==> config.mk <==
export PLATFORM = sky130hd
export DESIGN_NAME = laser_interlock
export DESIGN_NICKNAME = d
export VERILOG_FILES = /design/src/rtl/laser_interlock.sv
export SDC_FILE = /design/constraint.sdc
export NUM_CORES = 1
export LEC_CHECK = 0
export CAP_MARGIN = 40
export CORE_UTILIZATION = 55
export DETAILED_ROUTE_END_ITERATION = 8
export HOLD_SLACK_MARGIN = 0.03
export PLACE_DENSITY = 0.73
export SYNTH_ARGS = -nofsm -noshare
export SYNTH_HDL_FRONTEND = slang
export SYNTH_SLANG_ARGS = --single-unit
==> constraint.sdc <==
create_clock -name clk -period 4.4 [get_ports clk]
set_clock_uncertainty 0.15 [all_clocks]
set_input_delay 0.88 -clock clk [delete_from_list [all_inputs] [get_ports clk]]
set_output_delay 0.88 -clock clk [all_outputs]
set_load 0.05 [all_outputs]
==> src/rtl/laser_interlock.sv <==
// laser_interlock: laser enable safety FSM with max-on limit, mandatory cooldown and fault latching.
// Define LASER_INTERLOCK_WDT_EN to add the heartbeat watchdog that faults the laser when heartbeats stop.
module laser_interlock #(
    parameter logic [31:0] MAX_ON_CYCLES   = 32'd50_000_000,
    parameter logic [31:0] COOLDOWN_CYCLES = 32'd10_000_000,
    parameter logic [23:0] WDT_CYCLES      = 24'd1_000_000
) (
    input  logic       clk,
    input  logic       rstn,
    input  logic       laser_ready,
    input  logic       en_req,
    input  logic       fault_n,
    input  logic       heartbeat,
    input  logic       clear_fault,
    output logic       laser_en,
    output logic       fault_latched,
    output logic [1:0] fault_code,
    output logic [2:0] state
);
    localparam logic [2:0] WAIT_RDY = 3'd0;
    localparam logic [2:0] IDLE     = 3'd1;
    localparam logic [2:0] ON       = 3'd2;
    localparam logic [2:0] FAULT    = 3'd3;
    localparam logic [2:0] COOLDOWN = 3'd4;
    // A zero parameter behaves as one: the limit compare then fires on the first cycle.
    localparam logic [31:0] MAX_ON_LIM = (MAX_ON_CYCLES == 32'd0) ? 32'd0 : MAX_ON_CYCLES - 32'd1;
    localparam logic [31:0] COOL_LIM   = (COOLDOWN_CYCLES == 32'd0) ? 32'd0 : COOLDOWN_CYCLES - 32'd1;

    logic [2:0]  state_q, state_d;
    logic        laser_en_q, laser_en_d;
    logic [1:0]  fault_code_q, fault_code_d;
    logic [31:0] on_cnt_q, on_cnt_d;
    logic [31:0] cool_cnt_q, cool_cnt_d;
    logic        wdt_exp;

`ifdef LASER_INTERLOCK_WDT_EN
    localparam logic [23:0] WDT_LIM = (WDT_CYCLES == 24'd0) ? 24'd0 : WDT_CYCLES - 24'd1;
    logic [23:0] wdt_cnt_q, wdt_cnt_d;
    assign wdt_exp = (wdt_cnt_q == WDT_LIM) && !heartbeat;
    always_comb wdt_cnt_d = (state_q != ON || heartbeat) ? 24'd0 : wdt_cnt_q + {23'd0, ~&wdt_cnt_q};
    always_ff @(posedge clk or negedge rstn)
        if (!rstn) wdt_cnt_q <= 24'd0;
        else       wdt_cnt_q <= wdt_cnt_d;
`else
    logic [24:0] unused_wdt;
    assign unused_wdt = {heartbeat, WDT_CYCLES};
    assign wdt_exp    = 1'b0;
`endif

    always_comb begin
        state_d      = state_q;
        fault_code_d = fault_code_q;
        case (state_q)
            WAIT_RDY: state_d = laser_ready ? IDLE : WAIT_RDY;
            IDLE: begin
                if (!fault_n) begin
                    state_d      = FAULT;
                    fault_code_d = 2'd1;
                end else if (!laser_ready) state_d = WAIT_RDY;
                else if (en_req)           state_d = ON;
            end
            ON: begin
                if (!fault_n || wdt_exp || on_cnt_q == MAX_ON_LIM) begin
                    state_d      = FAULT;
                    fault_code_d = !fault_n ? 2'd1 : wdt_exp ? 2'd3 : 2'd2;
                end else if (!laser_ready) state_d = WAIT_RDY;
                else if (!en_req)          state_d = COOLDOWN;
            end
            FAULT: state_d = (clear_fault && fault_n && !en_req) ? COOLDOWN : FAULT;
            COOLDOWN: begin
                if (!fault_n) begin
                    state_d      = FAULT;
                    fault_code_d = 2'd1;
                end else if (!laser_ready)         state_d = WAIT_RDY;
                else if (cool_cnt_q == COOL_LIM)   state_d = IDLE;
            end
            default: begin
                state_d      = FAULT;
                fault_code_d = 2'd1;
            end
        endcase
        laser_en_d = (state_d == ON);
        on_cnt_d   = (state_q != ON) ? 32'd0 : on_cnt_q + {31'd0, ~&on_cnt_q};
        cool_cnt_d = (state_q != COOLDOWN) ? 32'd0 : cool_cnt_q + {31'd0, ~&cool_cnt_q};
    end

    always_ff @(posedge clk or negedge rstn) begin
        if (!rstn) begin
            state_q      <= WAIT_RDY;
            laser_en_q   <= 1'b0;
            fault_code_q <= 2'd0;
            on_cnt_q     <= 32'd0;
            cool_cnt_q   <= 32'd0;
        end else begin
            state_q      <= state_d;
            laser_en_q   <= laser_en_d;
            fault_code_q <= fault_code_d;
            on_cnt_q     <= on_cnt_d;
            cool_cnt_q   <= cool_cnt_d;
        end
    end

    assign laser_en      = laser_en_q;
    assign fault_latched = (state_q == FAULT);
    assign fault_code    = fault_code_q;
    assign state         = state_q;
endmodule

# == Word-level counts from Yosys, hierarchy flattened ==
# Cells that the tools add are included.
# totals
ff_bits,70
out_inout_bits,7
elab_cells,50
# op_classes
add_sub_neg,2
n_eq_ne,11
n_mux,18
bitwise_logic,1
reduce_logical,13
# ops
cell,n
$add 32x1->32,2
$mux 32,2
$reduce_and 32->1,2
$eq 32x24->1 const B,1
$eq 32x26->1 const B,1
$mux 3,10
$pmux 3 s5,1
$eq 3x2->1 const B,3
$mux 2,3
$pmux 2 s3,1
$logic_not 1->1,4
$ne 2x2->1 const B,2
$reduce_or 2->1,2
$eq 3x1->1 const B,1
$eq 3x3->1 const B,1
$logic_not 3->1,1
$ne 3x2->1 const B,1
$ne 3x3->1 const B,1
$reduce_and 3->1,1
$logic_and 1x1->1,2
$logic_or 1x1->1,1
$mux 1,1
$not 1->1,1

# == Longest topological paths before layout ==
# logic_depth
ltp_word,6
ltp_mapped,14
ltp_nobuf,11

# == Worst setup path after synthesis ==
# OpenSTA, ideal clock, no wires.
# synth_timing
path_type,register to register
start,register cool_cnt_q[14]
end,register cool_cnt_q[28]
arrival_time_ps,2507
required_ps,4172
path_slack_ps,1665
path_stages_with_launch,12
n_path_buf,1
path_cell_list,dfrtp_1 -> and4_1 -> and3_1 -> clkbuf_1 -> nand4_1 -> ha_1 -> ha_1 -> nand3_2 -> nor4_4 -> nand3_2 -> or3_1 -> a21oi_1
# synth_between
elab_chain_len,4
# synth_rtl
item,line_no,text
start: declaration,33,"logic [31:0] cool_cnt_q, cool_cnt_d;"
start signal: assignment,99,cool_cnt_q <= cool_cnt_d;
$reduce_and 32->1,84,"cool_cnt_d = (state_q != COOLDOWN) ? 32'd0 : cool_cnt_q + {31'd0, ~&cool_cnt_q};"
$logic_not 1->1,84,
$add 32x1->32 *,84,
$mux 32 *,84,
named net cool_cnt_d[28],33,
# Mark *: on every way through the listed nets, which the timed path passes. The rest lies on a longest branch.
# A chain may end at the register's enable or synchronous reset.

# == Worst setup path after layout ==
# layout_timing
start,"register state_q[2], in the netlist state[2]"
end,output port fault_latched
# layout_between
elab_chain_len,1
# layout_rtl
item,line_no,text
start: declaration,29,"logic [2:0] state_q, state_d;"
start signal: assignment,95,state_q <= state_d;
$eq 3x2->1,104,assign fault_latched = (state_q == FAULT);
end: declaration,16,"output logic fault_latched,"
# Every way passes these cells.

==> results <==
- The flow ran to the end, and the final reports show no timing, DRC or antenna violations.
- Post-CTS timing repair inserted 0 buffers for setup.
- The number of antenna diodes is 0.
- Measured against its own limit, the worst slew margin works out to ~50%.
- The number of nets in the synthesized netlist is a little over 400.
- The detail route stage leaves a number of antenna-violating nets equal to 0.
- Buffers inserted to repair hold after CTS numbered 0.
- The worst voltage drop across the vdd grid is about 180 uV.
- The type of the worst setup path is flip-flop to primary output.
- After clock tree synthesis, the clock-pin slew on the worst setup and hold paths is around 0.08 ns.
- The initial antenna violation count is 0.
- Row generation in the floorplan step produced 29 rows.
- The count of cells along the worst hold path is 2.
- The number of setup violations in the final report is 0.
- The worst setup path is captured at a primary output.
- The core region is approximately 6500 um^2.
- Derived from the worst setup path, the maximum achievable clock frequency is ~320 MHz.
- The count of buffers added on input and output ports is 12.
- After global routing the overflow that remains totals 0.
- The detailed placer's ending HPWL is approximately 5000 um.
- From bottom edge to top edge, the die measures approximately 84 um.
- The post-synthesis average cell area is approximately 9.4 um^2.
- For the finished layout, the period the worst path requires is roughly 3.1 ns.
- The clock drives 70 sinks.
- The die is around 84 um wide.
- After synthesis, the netlist uses 43 different library cells.
- For the worst setup path, the data required time is roughly 3.4 ns.
- The initial standard-cell utilization of the core is between 50% and 60%.
- The number of vias after detailed routing is 2910.
- The clock latency of the later-clocked register in the worst-skew pair is approximately 0.34 ns.
- Summing every instance area after synthesis gives between 3000 and 4000 um^2.
- The max-slew violation count is 0.
- Setup repair after global routing left no endpoint under its margin.
- Dividing the detail-routed via count by the number of cells gives about 6.
- The fraction of final layout cells sized beyond drive strength 1 is under 10%.
- The largest stage delay on the critical path is between 0.8 and 0.9 ns.
- The wire length per cell is 15.0 um.
- With fillers left out, the area of the finished cells amounts to 4190 um^2.
- The count of final hold-check violations is 0.
- The count of synthesis-stage warnings from yosys is 0.
- The worst setup path is launched from a flip-flop.
- At the end of routability-driven placement, the weighted congestion stood at 0.804.
- In the finished design, the share of the clock period the worst path needs comes to a little under three quarters.
- The clock tree from TritonCTS is yes.
- The maximum buffer depth of the clock tree is 2.
- The total of cells resized after clock tree synthesis is 0.
- In the routed design, unresolved DRC markers number 0.
- The first global-routing pass estimated around 13000 um of wire.
- The layout overhead on the synthesized area is 12.4%.
- In this run the number of H-tree levels came out at 3.
- The maximum number of pins on one net before global-route repair is 38.
- The worst-case reg-to-reg path depth is 11.
- Of all nets on the critical path, the largest fanout is 12.
- The synthesized design contains 0 enable-type register cells.
- Counting flops with an async set or reset pin after synthesis yields a share of between 90% and 100%.
- The final layout contains routed wiring with a total length of 7380 um.
- The number of max-cap violations is 0.
- The number of global-route vias before repair is roughly 2800.
- The worst endpoint data arrival time is roughly 2.1 ns.
- The net count of the finished layout is 420.
- The sum of negative setup slack is 0 ns.
- The signal on the critical path passes through inv_1 > nand2_1 > nor2_1 > clkdlybuf4s50_1.
- For this design the ratio of total power to cell area is 407 nW/um^2.
- The tree is rooted in a sky130_fd_sc_hd__clkbuf_8.
- The share of the Yosys chip area taken by registers is a little under half.
- For this run, the leading register cell type out of synthesis is sky130_fd_sc_hd__dfrtp_1.
- 14 I/O pins were placed.
- Synthesis produced a netlist whose cell count is approximately 400.
- For this design, the slowest cell found on the critical path is sky130_fd_sc_hd__clkdlybuf4s50_1.
- The synthesized design contains 70 register bits.
- The first-pass iteration count of the detailed router is 4.
- The area of the die is ~7100 um^2.
- In this run the cell area measured after placement is a little under 4000 um^2.
- For this run, the total global-route usage over all layers was measured as between 20% and 30%.
- Summed over all cells, the static leakage comes to about 1.6 nW.
- The path class of the tightest hold or removal check is flip-flop to flip-flop.
- The TritonCTS buffer count is 9.
- The violation count after the first detailed-routing iteration is roughly 150.
- For the pin with the worst max-slew slack, the measured transition is ~0.75 ns.
[cell type report]
type	count	area, um^2
inverter	11	41.3
fill	512	2270
tap	77	96.3
sequential	70	1750
clock buffer	10	138
multi-input combinational	302	1870
clock inverter	6	133
timing repair buffer	15	158
[worst paths after layout]
check,start,to,slack [ns]
max,state[2],fault_latched,1.25
min,on_cnt_q[23],on_cnt_q[23],0.40
max reg2reg,on_cnt_q[9],on_cnt_q[28],1.29
min reg2reg,on_cnt_q[23],on_cnt_q[23],0.40
max in group asynchronous,rstn,cool_cnt_q[20],2.70
min in group asynchronous,rstn,cool_cnt_q[14],0.45
[cell families (layout without fill, tap and decap cells)]
| family | Yosys count | after routing | synth area share [%] |
|---|---|---|---|
| xor+xnor | 53 | 53 | 12.5 |
| fa+ha+maj | 4 | 4 | 1.34 |
| simple gates | 214 | 214 | 31.3 |
| buf+inv | 26 | 42 | 2.79 |
| flops | 70 | 70 | 47.0 |
| compound gates | 31 | 31 | 5.10 |
[cell usage after synthesis (2+ instances only)]
master	n	share of area, %
sky130_fd_sc_hd__or3_1	8	1.3
sky130_fd_sc_hd__nor4b_1	3	0.71
sky130_fd_sc_hd__a21oi_1	10	1.3
sky130_fd_sc_hd__buf_2	4	0.54
sky130_fd_sc_hd__nand3_2	3	0.81
sky130_fd_sc_hd__nand4_1	20	3.4
sky130_fd_sc_hd__o21ai_0	8	1.1
sky130_fd_sc_hd__xnor2_1	28	6.6
sky130_fd_sc_hd__nor2_1	63	6.3
sky130_fd_sc_hd__dfrtp_1	70	47
sky130_fd_sc_hd__nor4_1	14	2.3
sky130_fd_sc_hd__nand2b_1	2	0.34
sky130_fd_sc_hd__nand3_1	23	3.1
sky130_fd_sc_hd__a211oi_1	2	0.40
sky130_fd_sc_hd__nor4_4	2	1.1
sky130_fd_sc_hd__o211ai_1	2	0.40
sky130_fd_sc_hd__and2_1	4	0.67
sky130_fd_sc_hd__a311oi_1	2	0.47
sky130_fd_sc_hd__and4_1	6	1.4
sky130_fd_sc_hd__ha_1	4	1.3
sky130_fd_sc_hd__nor3_1	11	1.5
sky130_fd_sc_hd__xor2_1	25	5.9
sky130_fd_sc_hd__nor3b_1	3	0.60
sky130_fd_sc_hd__clkbuf_1	10	1.0
sky130_fd_sc_hd__inv_1	11	1.1
sky130_fd_sc_hd__nand2_1	31	3.1
sky130_fd_sc_hd__and3_1	13	2.2
[per-layer routing]
| layer | track usage (%) | share of wire [%] |
|---|---|---|
| met1 | 31.1 | 46 |
| met2 | 38.2 | 49 |
| met3 | 5.90 | 3.8 |
| met4 | 7.37 | 0.98 |
| met5 | 0 | 0 |
[stage by stage]
step	std cells	total power, W	worst slack, ns	utilization (%)	hold WS (ns)
floorplan	398	0.000927	1.66	-	0.353
global placement	474	0.00102	1.33	60.2	0.378
detailed placement	475	0.00103	1.31	60.7	0.381
CTS	491	0.00172	1.23	64.9	0.398
global route	491	0.00177	0.989	64.9	0.434
finish	491	0.00170	1.25	64.9	0.400
[worst max-delay path, delay by kind of cell (launching register included)]
family | cells | cell delay [ns]
simple gates | 2 | 0.26
flops | 1 | 0.51
buf+inv | 2 | 1.01
[power by group]
| part | switching (W) | internal (W) |
|---|---|---|
| clock network | 0.000242 | 0.000448 |
| registers | 0.0000355 | 0.000669 |
| logic | 0.000213 | 0.0000968 |
| total | 0.000490 | 0.00121 |
[sequential cells by signal, indices dropped and copies added (netlist names)]
signal      count
cool_cnt_q     32
fault_code      2
laser_en        1
on_cnt_q       32
state           3
[layout by cell type, fill, tap and decap left out, drive strengths merged, types with 2 or more instances in the layout]
cell type	instances
ha	4
nor2	63
o211ai	2
inv	11
nand2b	2
dfrtp	70
and3	13
xor2	25
a211oi	2
a21oi	10
nand2	31
nor4b	3
nor3	11
bufinv	4
nand3	27
or3	8
and4	6
and2	4
nor4	17
buf	4
clkdlybuf4s50	11
nor3b	3
a311oi	2
clkbuf	10
nand4	21
o21ai	8
xnor2	28
No activity file was read; power rests on OpenSTA's default activity.
